==> src/rtl/gsim_pkg.sv <==
// Shared definitions for the GSIM x collector: sizes, FSM encodings, output beat
// payload and the Q16.16 -> int16 rounding helper used on the optional read path.
package gsim_pkg;

    localparam int unsigned N         = 16;  // words per solution burst
    localparam int unsigned XW        = 32;  // x word width, signed Q16.16
    localparam int unsigned IW        = 4;   // clog2(N)
    localparam int unsigned FRAC_BITS = 16;  // Q16.16 fraction bits

    typedef enum logic [1:0] {
        C_IDLE = 2'd0,
        C_CAP  = 2'd1,
        C_SKIP = 2'd2,
        C_DROP = 2'd3
    } cap_state_e;

    typedef enum logic {
        D_IDLE = 1'b0,
        D_SEND = 1'b1
    } drn_state_e;

    // One word presented on the host stream
    typedef struct packed {
        logic [XW-1:0] data;
        logic [IW-1:0] index;
        logic          last;
    } m_beat_t;

    // Round-half-up of the integer part, saturated to int16, sign-extended to XW.
    // Only +1 can be added, so the single overflow case is 32767 + 1.
    function automatic logic [XW-1:0] round16(input logic [XW-1:0] x);
        logic [16:0] sum;
        logic [15:0] sat;
        sum = {x[XW-1], x[XW-1:FRAC_BITS]} + {16'd0, x[FRAC_BITS-1]};
        if (!sum[16] && sum[15]) begin
            sat = 16'h7FFF;
        end else begin
            sat = sum[15:0];
        end
        return {{(XW-16){sat[15]}}, sat};
    endfunction

endpackage

==> src/rtl/gsim_xbank.sv <==
// One solution bank: N x XW registers, one synchronous write port and one
// asynchronous read port.
//  clk     in  clock
//  we      in  write enable
//  waddr   in  write word index
//  wdata   in  write data
//  raddr   in  read word index
//  rdata_c out read data (combinational from raddr)
module gsim_xbank
    import gsim_pkg::*;
(
    input  logic          clk,
    input  logic          we,
    input  logic [IW-1:0] waddr,
    input  logic [XW-1:0] wdata,
    input  logic [IW-1:0] raddr,
    output logic [XW-1:0] rdata_c
);

    logic [XW-1:0] mem_q [N];

    // Storage; contents are only read once the bank is marked full, so no reset
    always_ff @(posedge clk) begin
        if (we) begin
            mem_q[waddr] <= wdata;
        end
    end

    assign rdata_c = mem_q[raddr];

endmodule

==> src/rtl/gsim_x_collector.sv <==
// GSIM x collector: captures each N-word solver burst into one of two ping-pong
// banks and drains it to the host over a valid/ready stream with index/last.
// solve_ok tells the b loader a bank is free so no solve result gets dropped.
// Optional feature: define GSIM_XC_ROUND16_EN to emit int16 round-half-up,
// saturated, sign-extended words instead of the raw Q16.16 words.
//  clk       in   clock, rising edge
//  reset     in   synchronous active-high reset
//  x_valid   in   solver word valid (one contiguous run per burst)
//  x_in      in   solver word
//  m_valid   out  output word valid
//  m_ready   in   host ready
//  m_data    out  output word
//  m_index   out  word index within solution
//  m_last    out  high with index N-1
//  solve_ok  out  at least one bank empty
//  err_short out  sticky: burst shorter than N words
//  err_ovf   out  sticky: burst arrived with no free bank
module gsim_x_collector
    import gsim_pkg::*;
(
    input  logic          clk,
    input  logic          reset,
    input  logic          x_valid,
    input  logic [XW-1:0] x_in,
    output logic          m_valid,
    input  logic          m_ready,
    output logic [XW-1:0] m_data,
    output logic [IW-1:0] m_index,
    output logic          m_last,
    output logic          solve_ok,
    output logic          err_short,
    output logic          err_ovf
);

    cap_state_e    cap_q,       cap_d;
    logic [IW-1:0] wr_cnt_q,    wr_cnt_d;
    logic          wr_bank_q,   wr_bank_d;
    logic [1:0]    full_q,      full_d;
    drn_state_e    drn_q,       drn_d;
    logic [IW-1:0] rd_cnt_q,    rd_cnt_d;
    logic          rd_bank_q,   rd_bank_d;
    m_beat_t       beat_q,      beat_d;
    logic          m_valid_q,   m_valid_d;
    logic          solve_ok_q,  solve_ok_d;
    logic          err_short_q, err_short_d;
    logic          err_ovf_q,   err_ovf_d;

    logic          full_set;
    logic          full_clr;
    logic          bank_free;
    logic          wr_en;
    logic [XW-1:0] rdata0;
    logic [XW-1:0] rdata1;
    logic [XW-1:0] rd_word;
    logic [XW-1:0] rd_fmt;

    gsim_xbank u_bank0 (
        .clk     (clk),
        .we      (wr_en && !wr_bank_q),
        .waddr   (wr_cnt_q),
        .wdata   (x_in),
        .raddr   (rd_cnt_d),
        .rdata_c (rdata0)
    );

    gsim_xbank u_bank1 (
        .clk     (clk),
        .we      (wr_en && wr_bank_q),
        .waddr   (wr_cnt_q),
        .wdata   (x_in),
        .raddr   (rd_cnt_d),
        .rdata_c (rdata1)
    );

    // Last word of the read bank accepted this cycle
    always_comb begin
        full_clr = (drn_q == D_SEND) && m_valid_q && m_ready && (rd_cnt_q == IW'(N - 1));
    end

    // A bank being freed by the drain this cycle already counts as free
    always_comb begin
        bank_free = !full_q[wr_bank_q] || (full_clr && (rd_bank_q == wr_bank_q));
    end

    // Capture FSM next state
    always_comb begin
        cap_d       = cap_q;
        wr_cnt_d    = wr_cnt_q;
        wr_bank_d   = wr_bank_q;
        full_set    = 1'b0;
        wr_en       = 1'b0;
        err_short_d = err_short_q;
        err_ovf_d   = err_ovf_q;
        case (cap_q)
            C_IDLE: begin
                if (x_valid) begin
                    if (bank_free) begin
                        wr_en    = 1'b1;
                        wr_cnt_d = IW'(1);
                        cap_d    = C_CAP;
                    end else begin
                        err_ovf_d = 1'b1;
                        cap_d     = C_DROP;
                    end
                end
            end
            C_CAP: begin
                if (x_valid) begin
                    wr_en = 1'b1;
                    if (wr_cnt_q == IW'(N - 1)) begin
                        full_set  = 1'b1;
                        wr_bank_d = ~wr_bank_q;
                        wr_cnt_d  = '0;
                        cap_d     = C_SKIP;
                    end else begin
                        wr_cnt_d = wr_cnt_q + IW'(1);
                    end
                end else begin
                    err_short_d = 1'b1;
                    wr_cnt_d    = '0;
                    cap_d       = C_IDLE;
                end
            end
            C_SKIP, C_DROP: begin
                if (!x_valid) begin
                    cap_d = C_IDLE;
                end
            end
            default: begin
                cap_d = C_IDLE;
            end
        endcase
    end

    // Bank occupancy; set and clear never target the same bank in one cycle
    always_comb begin
        full_d = full_q;
        if (full_clr) begin
            full_d[rd_bank_q] = 1'b0;
        end
        if (full_set) begin
            full_d[wr_bank_q] = 1'b1;
        end
        solve_ok_d = !(full_d[0] && full_d[1]);
    end

    // Drain FSM next state; looks at next-cycle occupancy so m_valid rises
    // together with the full flag and back-to-back banks leave no bubble
    always_comb begin
        drn_d     = drn_q;
        rd_cnt_d  = rd_cnt_q;
        rd_bank_d = rd_bank_q;
        case (drn_q)
            D_IDLE: begin
                if (full_d[rd_bank_q]) begin
                    drn_d    = D_SEND;
                    rd_cnt_d = '0;
                end
            end
            D_SEND: begin
                if (m_ready) begin
                    if (rd_cnt_q == IW'(N - 1)) begin
                        rd_bank_d = ~rd_bank_q;
                        rd_cnt_d  = '0;
                        drn_d     = full_d[~rd_bank_q] ? D_SEND : D_IDLE;
                    end else begin
                        rd_cnt_d = rd_cnt_q + IW'(1);
                    end
                end
            end
            default: begin
                drn_d = D_IDLE;
            end
        endcase
    end

    always_comb begin
        rd_word = rd_bank_d ? rdata1 : rdata0;
    end

`ifdef GSIM_XC_ROUND16_EN
    always_comb begin
        rd_fmt = round16(rd_word);
    end
`else
    always_comb begin
        rd_fmt = rd_word;
    end
`endif

    // Output beat for next cycle; data holds its last value while idle
    always_comb begin
        m_valid_d    = (drn_d == D_SEND);
        beat_d.index = rd_cnt_d;
        beat_d.last  = m_valid_d && (rd_cnt_d == IW'(N - 1));
        beat_d.data  = m_valid_d ? rd_fmt : beat_q.data;
    end

    // State registers; capture resets into SKIP so a burst in flight is discarded
    always_ff @(posedge clk) begin
        if (reset) begin
            cap_q       <= C_SKIP;
            wr_cnt_q    <= '0;
            wr_bank_q   <= 1'b0;
            full_q      <= '0;
            drn_q       <= D_IDLE;
            rd_cnt_q    <= '0;
            rd_bank_q   <= 1'b0;
            beat_q      <= '0;
            m_valid_q   <= 1'b0;
            solve_ok_q  <= 1'b1;
            err_short_q <= 1'b0;
            err_ovf_q   <= 1'b0;
        end else begin
            cap_q       <= cap_d;
            wr_cnt_q    <= wr_cnt_d;
            wr_bank_q   <= wr_bank_d;
            full_q      <= full_d;
            drn_q       <= drn_d;
            rd_cnt_q    <= rd_cnt_d;
            rd_bank_q   <= rd_bank_d;
            beat_q      <= beat_d;
            m_valid_q   <= m_valid_d;
            solve_ok_q  <= solve_ok_d;
            err_short_q <= err_short_d;
            err_ovf_q   <= err_ovf_d;
        end
    end

    assign m_valid   = m_valid_q;
    assign m_data    = beat_q.data;
    assign m_index   = beat_q.index;
    assign m_last    = beat_q.last;
    assign solve_ok  = solve_ok_q;
    assign err_short = err_short_q;
    assign err_ovf   = err_ovf_q;

endmodule

==> config.mk <==
export PLATFORM = sky130hd
export DESIGN_NAME = gsim_x_collector
export DESIGN_NICKNAME = d
export VERILOG_FILES = /design/src/rtl/gsim_pkg.sv /design/src/rtl/gsim_xbank.sv /design/src/rtl/gsim_x_collector.sv
export SDC_FILE = /design/constraint.sdc
export NUM_CORES = 1
export LEC_CHECK = 0
export BUFFER_PORTS_ARGS = -buffer_cell sky130_fd_sc_hd__buf_4
export CORE_ASPECT_RATIO = 0.6
export CORE_UTILIZATION = 55
export DETAILED_ROUTE_END_ITERATION = 12
export PLACE_DENSITY = 0.71
export SLEW_MARGIN = 20
export SYNTH_ARGS = -nofsm -noshare
export SYNTH_HDL_FRONTEND = slang
export SYNTH_SLANG_ARGS = --single-unit
==> constraint.sdc <==
create_clock -name clk -period 14.6 [get_ports clk]
set_input_delay 2.19 -clock clk [delete_from_list [all_inputs] [get_ports clk]]
set_output_delay 2.19 -clock clk [all_outputs]
set_load 0.01 [all_outputs]
==> summary.md <==
| Metric | Value |
|---|---|
| Kind of critical path | `input pin to flip-flop` |
| 1st-iter DRT viols | `roughly 4,400` |
| Critical Path RT | `15.13 ns` |
| CTS H-Tree Depth | `3` |
| Fin crit share | `47.8%` |
| Ys flop type | `edfxtp_1` |
| Largest net degree at the start of global routing | `132` |
| Post-CTS Setup Repair Bufs | `0` |
| Crit-path cells | `buf_4 -> and3b_1 -> a31oi_4 -> a221o_4 -> buf_4 -> and3_4 -> buf_4 -> nand2_1 -> and3_1 -> o41ai_1 -> a21oi_1` |
| Drt pass-1 iters | `6` |
| Slew Limit Fails | `0` |
| Most common cell after layout, fill and taps aside | `edfxtp_1` |
| Syn Area/Cell | `15.4 sq um` |
| Chip Height | `217 microns` |
| Drt via density | `6.87` |
| Tmin final | `6.98 ns` |
| Worst Hold End | `err_short$_SDFFE_PP0P_` |
| Ys async rst share | `0%` |
| Max stage delay on crit path | `0.90 ns` |
| R2R cell count | `11` |
| GPL Wtd Cong | `0.845` |
| GR Util All Layers | `31.4%` |
| Tot Pwr | `around 6.0 mW` |
| Mux contribution to synthesized area | `6.15%` |
| Most frequent cells in the layout | `edfxtp_1, nand2_1, mux2i_1, buf_4, and3_1` |
| Adder-cell share of the synthesized area | `0.148%` |
| CTS-repair resized insts | `0` |
| Reg clk slew, reported paths | `0.07 ns` |
| Post-synthesis sequential area ratio | `between 70% and 80%` |
| Number of routed nets with antenna violations | `0` |
| Area of the multi-input gates | `about 10000 sq um` |
| Clock tree buffer depth | `3` |
| R2r endpoint | `m_data[14]$_SDFFE_PP0P_` |
| Register-to-register setup slack | `between 8 and 9 ns` |
| PwrDens | `127 nW/um^2` |
| Root buf cell | `clkbuf_16` |
| Cell area after synthesis | `42,300 sq um` |
| Worst-Skew Late Latency | `0.70 ns` |
| Hold crit path type | `flip-flop to flip-flop` |
| Achievable Freq | `143 MHz` |
| Worst path arrival time | `7.51 ns` |
| CP endpoint kind | `flip-flop` |
| Vias in the first global route | `24,900` |
| Setup Skew | `0.0286 ns` |
| CTS tree | `yes` |
| Nets@finish | `2,814` |
| Core Region | `75,800 sq um` |
| Most frequent CP cell | `buf_4` |
| Final wirelength | `~120,000 microns` |
| CP Launch Type | `input pin` |
| Synth cell types | `61` |
| XOR/XNOR Fraction of Synth Area | `0.0621%` |
| Filler instances | `5,393` |
| Setup TNS | `0 ns` |
| Hold path startpoint | `err_short$_SDFFE_PP0P_` |
| WL/cell | `32.1 microns` |
| Post-DP HPWL | `60,200 microns` |
| Syn nets | `2,783` |
| Compound-cell area share of the yosys netlist | `under 10%` |
| Reg area | `31,800 sq um` |
| Fraction of layout cells with a size suffix above 1 | `roughly 11%` |
| Antenna violations before repair | `4` |
| Die Wd | `360 microns` |
| TritonCTS Buffers | `90` |
| Status | `complete, no violations` |
| Detailed-route via count | `between 20,000 and 30,000` |
| Worst r2r src | `m_index[0]$_SDFF_PP0_` |
| Mapped Cells | `between 2,000 and 3,000` |
| # hold bufs at CTS | `0` |
| Area grow syn2layout | `11.0%` |
| Measured slew at the worst slew-check pin | `1.12 ns` |
| First-pass GRT wire length | `175,000 microns` |
| CP Max Fanout | `70` |
| Residual DRC | `0` |
| Post-synthesis simple-gate area fraction | `under 10%` |
| Initial Util | `55.8%` |
| Rows | `78` |
| Max-cap viol count | `0` |
| Synth Warn # | `0` |
| Endpoints failing hold | `0` |
| # clock sinks | `1,075` |
| I/O Pins | `77` |
| Count of final setup violators | `0` |
| Largest family of logic cells by synthesized area | `compound AO/OA/AOI/OAI gates` |
| Hold path depth | `2` |
| Lkg Pwr | `16.5 nW` |
| Global route total overflow | `0` |
| Number of synthesized register bits | `1,075` |
| Post-synth EDFFs | `1,024` |
| Die ar. | `roughly 78,000 sq um` |
| Normalized max-slew margin | `between 20 and 30%` |
| RSZ-0062 raised after global routing | `no` |
| Maximum vdd drop | `0.104 mV` |
| Port Buf Inserts | `76` |
| CP max-delay cell | `buf_4` |
power by group:
| part | total, mW | switching (mW) | internal [mW] |
|---|---|---|---|
| sequential | 3.38 | 0.00204 | 3.38 |
| combinational | 0.0704 | 0.0561 | 0.0142 |
| clock | 2.53 | 1.10 | 1.42 |
| total | 5.98 | 1.16 | 4.81 |
cells by family (layout without fill, tap and decap cells):
family | after synthesis | after routing
DFF | 1075 | 1075
and+or+nand+nor | 614 | 614
AOI/OAI and AO/OA | 584 | 584
buffers and inverters | 201 | 306
muxes | 260 | 260
adders and majority gates | 5 | 5
xor gates and xnor gates | 3 | 3
other | 0 | 2
Yosys cell counts (all sizes together), types with 16 or more instances:
master	count	area share, %
a211oi	101	1.8
a32oi	31	0.64
a31oi	72	1.1
o41ai	31	0.64
a211o	31	0.64
dfxtp	51	2.4
edfxtp	1024	73
clkbuf	101	0.90
buf	94	1.3
a21oi	101	1.2
o22ai	32	0.47
o21ai	101	1.2
nand3	105	1.3
nand2	307	2.8
mux2i	258	6.1
and3	131	1.9
a311oi	36	0.74
a22oi	34	0.60
and2	16	0.24
nor2	29	0.26
metal layers:
metal / GRT usage [%] / share of wire (%) / up-vias
li1: - / - / 10800
met1: 47.6 / 40 / 13100
met2: 43.1 / 41 / 2246
met3: 9.97 / 16 / 259
met4: 9.25 / 2.9 / 4
met5: 0 / 0.019 / -
stage by stage:
stage,std cells,hold slack (ns),setup slack (ns),area (sq um),util (%)
after global placement,3680,0.459,7.39,43900,57.9
after global routing,3849,0.496,7.60,47000,62.0
final,3849,0.477,7.62,47000,62.0
after CTS,3846,0.478,8.00,47000,62.0
after floorplan,2742,0.486,8.29,42300,-
after detailed placement,3680,0.463,7.33,43900,57.9
cell type report:
class,count,share of cell area [%]
Multi-Input combinational cell,1466,21.0
Clock buffer,123,5.34
Sequential cell,1075,67.6
Inverter,6,0.0479
Antenna cell,2,0.0106
Clock inverter,43,1.18
Timing Repair Buffer,134,2.21
Tap cell,1000,2.66
worst max-delay path by stage:
stage,to,startpoint,slack (ns)
floorplan,u_bank0.mem_q[0][0]$_DFFE_PP_,m_ready,8.29
detailed placement,m_data[14]$_SDFFE_PP0P_,x_valid,7.33
global route,m_data[14]$_SDFFE_PP0P_,x_valid,7.60
CTS,m_data[14]$_SDFFE_PP0P_,x_valid,8.00
finish,m_data[14]$_SDFFE_PP0P_,x_valid,7.62
global placement,m_data[14]$_SDFFE_PP0P_,x_valid,7.39
critical path, delay by kind of cell:
kind	cells	cell delay, ns
buf+inv	3	1.82
compound gates	4	2.06
simple gates	4	1.21
sequential cells by signal (all words and copies together), names as in the netlist, 2 cells and up:
name           count
cap_q              2
full_q             2
m_data            32
m_index            4
u_bank0.mem_q    512
u_bank1.mem_q    512
wr_cnt_q           4
Power figures use the tool's default switching activity.
